File: src/rtl/aes_pkg.sv
// rtl/aes_pkg.sv - AES constants, S-box lookup and shared types
package aes_pkg;

  localparam int NUM_ROUNDS_128 = 10;

  typedef logic [31:0]  word_t;
  typedef logic [127:0] block_t;

  typedef enum logic [1:0] {
    ST_IDLE   = 2'd0,
    ST_EXPAND = 2'd1,
    ST_DONE   = 2'd2
  } ks_state_t;

  // Entry 0 is unused; round r of the schedule uses RCON[r].
  localparam logic [0:10][7:0] RCON = {
    8'h00, 8'h01, 8'h02, 8'h04, 8'h08, 8'h10,
    8'h20, 8'h40, 8'h80, 8'h1b, 8'h36
  };

  localparam logic [0:255][7:0] SBOX = {
    128'h637c777bf26b6fc53001672bfed7ab76,
    128'hca82c97dfa5947f0add4a2af9ca472c0,
    128'hb7fd9326363ff7cc34a5e5f171d83115,
    128'h04c723c31896059a071280e2eb27b275,
    128'h09832c1a1b6e5aa0523bd6b329e32f84,
    128'h53d100ed20fcb15b6acbbe394a4c58cf,
    128'hd0efaafb434d338545f9027f503c9fa8,
    128'h51a3408f929d38f5bcb6da2110fff3d2,
    128'hcd0c13ec5f974417c4a77e3d645d1973,
    128'h60814fdc222a908846eeb814de5e0bdb,
    128'he0323a0a4906245cc2d3ac629195e479,
    128'he7c8376d8dd54ea96c56f4ea657aae08,
    128'hba78252e1ca6b4c6e8dd741f4bbd8b8a,
    128'h703eb5664803f60e613557b986c11d9e,
    128'he1f8981169d98e949b1e87e9ce5528df,
    128'h8ca1890dbfe6426841992d0fb054bb16
  };

  function automatic logic [7:0] sbox(input logic [7:0] b);
    return SBOX[b];
  endfunction

endpackage

File: src/rtl/aes_key_step.sv
// rtl/aes_key_step.sv - one combinational AES-128 key-expansion round
module aes_key_step
  import aes_pkg::*;
(
  input  block_t      prev,
  input  logic [7:0]  rcon,
  output block_t      next
);

  word_t w0, w1, w2, w3;
  word_t rot, t;
  word_t n0, n1, n2, n3;

  assign {w0, w1, w2, w3} = prev;

  // RotWord: top byte moves to the bottom.
  assign rot = {w3[23:0], w3[31:24]};
  assign t   = {sbox(rot[31:24]), sbox(rot[23:16]), sbox(rot[15:8]), sbox(rot[7:0])}
               ^ {rcon, 24'h0};

  assign n0 = w0 ^ t;
  assign n1 = w1 ^ n0;
  assign n2 = w2 ^ n1;
  assign n3 = w3 ^ n2;

  assign next = {n0, n1, n2, n3};

endmodule

File: src/rtl/aes_key_schedule.sv
// rtl/aes_key_schedule.sv - iterative AES-128 key expansion into a registered round-key bank
module aes_key_schedule
  import aes_pkg::*;
#(
  parameter int NUM_ROUNDS = NUM_ROUNDS_128
)
(
  input  logic                          clk_i,
  input  logic                          rst_ni,
  input  logic                          key_valid_i,
  output logic                          key_ready_o,
  input  logic [127:0]                  key_i,
  output logic                          busy_o,
  output logic                          keys_valid_o,
  output logic [(NUM_ROUNDS+1)*128-1:0] round_keys_o
);

  if (NUM_ROUNDS != NUM_ROUNDS_128) begin : g_bad_rounds
    $error("aes_key_schedule supports only NUM_ROUNDS = 10");
  end

  ks_state_t  state_q, state_d;
  logic [3:0] cnt;
  logic [3:0] cnt_prev;
  logic       keys_valid_q;
  block_t     bank [NUM_ROUNDS+1];
  block_t     step_key;
  logic       accept;
  logic       last_step;

  assign key_ready_o  = (state_q != ST_EXPAND);
  assign busy_o       = (state_q == ST_EXPAND);
  assign keys_valid_o = keys_valid_q;
  assign accept       = key_valid_i & key_ready_o;
  assign last_step    = (cnt == 4'(NUM_ROUNDS));
  assign cnt_prev     = cnt - 4'd1;

  // Single step unit, time-multiplexed over the rounds by cnt.
  aes_key_step u_step (
    .prev (bank[cnt_prev]),
    .rcon (RCON[cnt]),
    .next (step_key)
  );

  always_ff @(posedge clk_i or negedge rst_ni) begin
    if (!rst_ni) begin
      state_q <= ST_IDLE;
    end else begin
      state_q <= state_d;
    end
  end

  always_comb begin
    state_d = state_q;
    case (state_q)
      ST_IDLE, ST_DONE: if (key_valid_i) state_d = ST_EXPAND;
      ST_EXPAND:        if (last_step)   state_d = ST_DONE;
      default:          state_d = ST_IDLE;
    endcase
  end

  always_ff @(posedge clk_i or negedge rst_ni) begin
    if (!rst_ni) begin
      cnt          <= 4'd0;
      keys_valid_q <= 1'b0;
      for (int i = 0; i <= NUM_ROUNDS; i++) bank[i] <= '0;
    end else if (state_q == ST_EXPAND) begin
      bank[cnt] <= step_key;
      if (last_step) begin
        keys_valid_q <= 1'b1;
        cnt          <= 4'd0;
      end else begin
        cnt <= cnt + 4'd1;
      end
    end else if (accept) begin
      bank[0]      <= key_i;
      cnt          <= 4'd1;
      keys_valid_q <= 1'b0;
    end
  end

  for (genvar r = 0; r <= NUM_ROUNDS; r++) begin : g_out
    assign round_keys_o[r*128 +: 128] = bank[r];
  end

endmodule

File: config.mk
export PLATFORM = sky130hd
export DESIGN_NAME = aes_key_schedule
export DESIGN_NICKNAME = d
export VERILOG_FILES = /design/src/rtl/aes_pkg.sv /design/src/rtl/aes_key_step.sv /design/src/rtl/aes_key_schedule.sv
export SDC_FILE = /design/constraint.sdc
export NUM_CORES = 2
export LEC_CHECK = 0
export CORE_AREA = 4 4 602 604
export DETAILED_ROUTE_END_ITERATION = 10
export DIE_AREA = 0 0 606 608
export PLACE_DENSITY_LB_ADDON = 0.3
export SYNTH_ARGS = -nofsm -noshare
export SYNTH_HDL_FRONTEND = slang
export SYNTH_SLANG_ARGS = --single-unit
File: constraint.sdc
create_clock -name clk_i -period 12.2 [get_ports clk_i]
set_input_delay 3.05 -clock clk_i [delete_from_list [all_inputs] [get_ports clk_i]]
set_output_delay 3.05 -clock clk_i [all_outputs]
set_load 0.02 [all_outputs]
# Word-level counts from Yosys, hierarchy flattened

Memories as Yosys holds them, arrays and structs flattened.
Index checks and enable logic that the tools add are counted.

Latch bits: 0
Memories kept: 5
Memory bits (read-only): 8320
RAM bits: 0
Output and inout port bits: 1411
Register bits after elaboration: 1415
Input bits: 131
Logic and storage cells: 79

Bitwise gates (word level): 12
Mux-type cells: 27
Shifts and indexed selects: 0
Div/mod/pow operators: 0
Multipliers: 0
Equal/unequal tests: 6
Reductions and logical operators: 6
Magnitude comparators: 7
Add/subtract/negate cells: 2

Memories:

| memory          | words | width | rd ports | clocked after Yosys merged registers in | wr ports | line                   | RTL |
|---|---|---|---|---|---|---|---|
| (no name shown) | 256   | 8     | 1        | 0                                       | 0        | aes_pkg.sv:41          | `return SBOX[b];` |
| (no name shown) | 256   | 8     | 1        | 0                                       | 0        | aes_pkg.sv:41          |  |
| (no name shown) | 256   | 8     | 1        | 0                                       | 0        | aes_pkg.sv:41          |  |
| (no name shown) | 256   | 8     | 1        | 0                                       | 0        | aes_pkg.sv:41          |  |
| (no name shown) | 16    | 8     | 1        | 0                                       | 0        | aes_key_schedule.sv:41 | `.rcon (RCON[cnt]),` |

Operators by type and width:

| operator                                                              | number |
|---|---|
| 1408-bit bitwise mux                                                  | 1 |
| 128-bit two-way mux                                                   | 5 |
| 128-bit binary-select mux with 4-bit select                           | 1 |
| 128-bit demux with 4-bit select                                       | 1 |
| 32-bit XOR                                                            | 5 |
| 8-bit two-way mux                                                     | 10 |
| 9-bit >= comparator (second input constant)                           | 4 |
| 8-bit NOT with 9-bit output                                           | 4 |
| 4-bit two-way mux                                                     | 3 |
| 5-bit >= comparator (second input constant)                           | 2 |
| 4-bit NOT with 5-bit output                                           | 2 |
| 5-bit by 1-bit < comparator with 1-bit output (second input constant) | 1 |
| 4-bit by 1-bit adder with 4-bit output (second input constant)        | 1 |
| 4-bit == test (second input constant)                                 | 1 |
| 2-bit two-way mux                                                     | 2 |
| 2-bit by 1-bit != test with 1-bit output (second input constant)      | 2 |
| 2-bit one-hot mux with 2 select lines                                 | 1 |
| 2-bit AND reduction                                                   | 2 |
| 4-bit by 1-bit subtractor with 4-bit output (second input constant)   | 1 |
| 1-bit two-way mux                                                     | 3 |
| 2-bit by 1-bit == test with 1-bit output (second input constant)      | 1 |
| 2-bit == test (second input constant)                                 | 1 |
| 2-bit logical NOT                                                     | 1 |
| 2-bit != test (second input constant)                                 | 1 |
| other kinds (4)                                                       | 4 |

# Longest topological paths before layout

Depth in word-level cells: 16
Depth in mapped cells: 33
Depth with buffers taken out: 20

# Cells and area by module

Synthesis repeated with hierarchy kept, for this count alone.

Cell total of the unflattened synthesis: 6846
Area total of the unflattened synthesis: 80678.6 µm²

By module, submodules not included:

| module           | times used | cells each | seq. area each (µm²) | area an instance (µm²) |
|---|---|---|---|---|
| aes_key_schedule | 1          | 4507       | 35409.0              | 64396.8 |
| aes_key_step     | 1          | 2339       | 0.0                  | 16281.9 |

# Worst setup path before layout

OpenSTA, ideal clock, no wires.

Path kind: flip-flop to flip-flop
Start: reg cnt[0]
End: reg bank (netlist bit round_keys_o[1029])
Arrival: 6631 ps
Cell stages (with the launch flop): 29
Period minus slack after synthesis: 6714 ps
Setup slack: 5486 ps
Library setup time: 83 ps
Required time: 12117 ps
Path buffers: 11
Path through: dfrtp_1 -> buf_6 -> buf_6 -> inv_1 -> clkbuf_1 -> clkbuf_1 -> clkbuf_1 -> clkbuf_1 -> ha_1 -> buf_4 -> buf_4 -> buf_4 -> mux2_2 -> a222oi_1 -> o32ai_4 -> buf_2 -> ha_1 -> inv_1 -> clkbuf_1 -> nand2_1 -> a31oi_1 -> o311a_1 -> a211o_1 -> a221o_2 -> xor2_2 -> mux2i_1 -> a222oi_1 -> nand2_1 -> o21ai_0

Word-level cells in the longest chain between the ends: 15
Elaborated cells on any way between the ends: 21
Classes of those cells: 1 x add/sub; 2 x order compare; 8 x mux; 8 x bitwise; 1 x reduce/logical; 1 x memory

RTL lines:

| item                                                   | line                   | RTL |
|---|---|---|
| start: declaration                                     | aes_key_schedule.sv:23 | `logic [3:0] cnt;` |
| start signal: assignment                               | aes_key_schedule.sv:73 | `cnt <= cnt + 4'd1;` |
| 4-bit by 1-bit subtractor with 4-bit output            | aes_key_schedule.sv:36 | `assign cnt_prev = cnt - 4'd1;` |
| 4-bit NOT with 5-bit output (not written as such)      | aes_key_schedule.sv:40 | `.prev (bank[cnt_prev]),` |
| 128-bit binary-select mux with 4-bit select            | aes_key_schedule.sv:40 |  |
| 128-bit two-way mux (not written as such) (2 in a row) | aes_key_schedule.sv:40 |  |
| 8-bit NOT with 9-bit output (not written as such)      | aes_pkg.sv:41          |  |
| memory 256 x 8 bit                                     | n/a                    |  |
| 8-bit two-way mux (not written as such) (2 in a row)   | aes_pkg.sv:41          |  |
| 32-bit XOR                                             | aes_key_step.sv:19     | `^ {rcon, 24'h0};` |
| 32-bit XOR                                             | aes_key_step.sv:21     | `assign n0 = w0 ^ t;` |
| 32-bit XOR                                             | aes_key_step.sv:22     | `assign n1 = w1 ^ n0;` |
| 32-bit XOR                                             | aes_key_step.sv:23     | `assign n2 = w2 ^ n1;` |
| 32-bit XOR                                             | aes_key_step.sv:24     | `assign n3 = w3 ^ n2;` |
| 1408-bit bitwise mux (*)                               | aes_key_schedule.sv:68 | `bank[cnt] <= step_key;` |
| end signal: indexed assignment                         | aes_key_schedule.sv:68 |  |
| end: declaration                                       | aes_key_schedule.sv:26 | `block_t bank [NUM_ROUNDS+1];` |

Every way passes the cells marked *; elsewhere a longest branch is shown, timed or not. The select of a mux whose other input is x is not followed.
A chain may end at the register's enable or synchronous reset.

# Worst setup path after layout

Start: reg cnt[0]
End: reg bank (netlist bit round_keys_o[416])

Word-level cells in the longest chain between the ends: 14
Elaborated cells on any way between the ends: 20
Classes of those cells: 1 x add/sub; 2 x order compare; 8 x mux; 7 x bitwise; 1 x reduce/logical; 1 x memory

RTL lines:

| item                                                   | line |
|---|---|
| 4-bit by 1-bit subtractor with 4-bit output            | aes_key_schedule.sv:36 |
| 4-bit NOT with 5-bit output (not written as such)      | aes_key_schedule.sv:40 |
| 128-bit binary-select mux with 4-bit select            | aes_key_schedule.sv:40 |
| 128-bit two-way mux (not written as such) (2 in a row) | aes_key_schedule.sv:40 |
| 8-bit NOT with 9-bit output (not written as such)      | aes_pkg.sv:41 |
| memory 256 x 8 bit                                     | n/a |
| 8-bit two-way mux (not written as such) (2 in a row)   | aes_pkg.sv:41 |
| 32-bit XOR                                             | aes_key_step.sv:19 |
| 32-bit XOR                                             | aes_key_step.sv:21 |
| 32-bit XOR                                             | aes_key_step.sv:22 |
| 32-bit XOR                                             | aes_key_step.sv:23 |
| 1408-bit bitwise mux (*)                               | aes_key_schedule.sv:68 |

Marks and branches as above.

==> results by group <==
Outcome
  • Status: finished, final reports clean

Clock network
  • H-tree depth: 4
  • Clock transition at the registers of the reported paths: about 60 ps
  • CTS root buffer: clkbuf_16
  • Post-CTS Hold Buffers: 0
  • Longest Clk Path Bufs: 4
  • Post-CTS Setup Bufs: 0
  • Clock sinks: 1415
  • CTS Buf Count: 177
  • Clk_lat worst skew: ~940 ps
  • TritonCTS clock tree: done
  • Post-CTS sizing: 0

STA
  • RSZ-0062 raised after global routing: no
  • Rel. slew slack: ~11%
  • Worst Clk Skew: 120 ps
  • # setup viols final: 0
  • Final Max Slew Viols: 0
  • Final worst-path cycle share: a little under 80%
  • Final Hold Viols: 0
  • Worst-Margin Slew: about 1300 ps
  • Peak Freq: 107 MHz
  • Final min period: 9390 ps
  • TNS Setup: 0 ps

Route
  • Starting DRT DRC Count: about 9500
  • Post-route DRC: 0
  • Routed WL: 551000 um
  • DR vias: 78900
  • Routed Antenna Nets: 0
  • Vias per cell: around 5.4
  • Pre-antenna DRT Iters: 9
  • Routed WL per cell: 37.6 um

Global routing
  • Initial antenna violation count: 50
  • Total global routing overflow: 0
  • Largest net degree at the start of global routing: 160
  • Number of global-route vias before repair: roughly 74000
  • Total GRT Usage: 28.8%
  • First-pass GRT wire length: 731000 um

Placed design
  • Port Buffers: 1541
  • DP HPWL: between 400000 and 500000 um
  • GPL Wtd Cong: 0.985

Critical path
  • Internal reg-to-reg setup slack: 2810 ps
  • Worst path required time: about 13000 ps
  • Crit Reg-Reg Startpoint: cnt[0]
  • Critical path endpoint category: flip-flop
  • Crit path launch: cnt[0]
  • WP buf/inv: 5
  • CP max stage delay: 1020 ps
  • Max stage delay cell, worst path: xor2_4
  • CP cell instances: inv_6, ha_4, buf_12, mux4_2, nor3_1, o32ai_2, buf_4, inv_2, ha_1, nand2_1, o21ai_0, nor2_1, a2111oi_0, nor3_1, o221ai_1, nand2_1, xnor2_2, buf_4, xor2_4, xor2_1, o21ai_0
  • Critical Path Stages: 21
  • Worst endpoint data arrival time: 10070 ps
  • Worst Setup EP: round_keys_o[416]
  • R2R depth: 21
  • Worst setup SP type: flip-flop
  • CP Class: reg -> reg
  • CP top delay family: XOR/XNOR gates
  • Worst-path maximum fanout: 50
  • Worst r2r dst: round_keys_o[416]

Layout
  • Commonest non-fill, non-tap cell in the layout: nand2_1
  • Area Growth Syn to Fin: 34.3%
  • Share of cells above drive strength 1: 11.7%
  • Final nets: 9936
  • Most frequent cells in the layout: 1726 x nand2_1, 1556 x o21ai_0, 1540 x clkdlybuf4s50_1

Run
  • Max_cap viols: 0

Synthesis
  • Area leader, netlist: dfrtp_1
  • Post-synth EDFFs: 0
  • Flops & latches, synth: 1415
  • Primary FF master, synth: dfrtp_1
  • Total number of yosys warnings: 0
  • Mapped Cells: roughly 8600
  • Synth cell types: 120
  • Top cell type's share of synthesized area: between 40 and 50%
  • Largest cells by area after synthesis: dfrtp_1 45%, o21ai_0 10%, nand2_1 8.3%
  • Synthesized Nets: between 8000 and 9000
  • Post-synthesis cell area: 78700 um^2
  • Post-synthesis sequential area ratio: 45.0%
  • Post-synth ARST share: between 90% and 100%
  • Avg Cell Area, Syn: 9.12 um^2

Min path
  • Hold Crit Class: reg -> reg
  • Hold_sp: keys_valid_o

Floorplan
  • Die H: 608 um
  • Boundary Pins: 1542
  • FP Rows: 220
  • Starting Density: between 20% and 30%
  • Core area: 358000 um^2
  • DIE AREA: 368000 um^2
  • Die Span X: a little over 600 um
[stage by stage]
| stage | setup slack, ps | cells | hold slack [ps] | instance area [um^2] | util (%) |
|---|---|---|---|---|---|
| floorplan | 5490 | 8628 | 457 | 78700 | - |
| global placement | 2770 | 14300 | 480 | 99700 | 27.9 |
| detailed placement | 2750 | 14300 | 485 | 99700 | 27.9 |
| CTS | 2710 | 14700 | 492 | 106000 | 29.5 |
| global route | 2290 | 14700 | 508 | 106000 | 29.6 |
| finish | 2810 | 14700 | 495 | 106000 | 29.6 |
[cells in the mapped netlist, drive strengths merged (24+ instances only)]
library cell / number
mux2i: 113
nor3: 164
a311oi: 56
o211ai: 158
o221ai: 28
a211oi: 68
a21oi: 311
o21ai: 1687
nor2: 320
o311ai: 58
xnor2: 131
nand2: 1739
a22oi: 109
mux2: 72
o22ai: 54
o31ai: 33
a221oi: 78
nand3: 212
dfrtp: 1415
inv: 39
buf: 350
clkbuf: 558
ha: 63
a31oi: 117
and2: 24
xor2: 71
mux4: 241
[state kept, by name, summed over array words and instances, names as in the netlist]
name	count
cnt	4
state_q	2
round_keys_o	1408
keys_valid_o	1
[worst min-delay path: cells and delay by family, from the launching register on]
kind | cells | cell delay [ps]
flip-flops | 1 | 340
AND/OR/NAND/NOR | 2 | 120
[final cells by class]
type	count	area (um^2)
multi-input cells	6265	40200
fillers	37600	252000
well taps	4773	5970
diodes	29	72.6
repair buffers	1843	17900
inverters	40	159
flip-flops and latches	1415	35400
clock buffers	247	5090
clock inverters	69	823
[worst min-delay path by stage]
stage	to	cells past startpoint
6_report	keys_valid_o	2
3_3_place_gp	keys_valid_o	2
4_1_cts	state_q[0]	1
2_1_floorplan	state_q[0]	1
3_5_place_dp	state_q[0]	1
5_1_grt	state_q[0]	1
[layer usage]
layer	vias up	global-route usage [%]	part of all wire, %
met2	4259	44.7	45
met4	20	14.7	6.4
met3	849	8.37	9.4
met1	40300	36.1	39
met5	-	0	0.023
li1	33500	-	-
[kinds of logic (layout without fill, tap and decap cells)]
family	count (synthesis)	after routing	share of synthesized area, %
buffers and inverters	948	2199	5.48
adder cells (fa/ha/maj)	63	63	1.00
flip-flops	1415	1415	45.0
XOR/XNOR	202	202	2.46
multiplexers	426	426	9.38
AND/OR/NAND/NOR	2597	2597	13.7
AO/OA/AOI/OAI	2977	2977	23.0
other	0	29	0
Power is left out: the tool's default activity adds up to more than one toggle a clock period on the data nets, which glitch-free logic cannot reach.
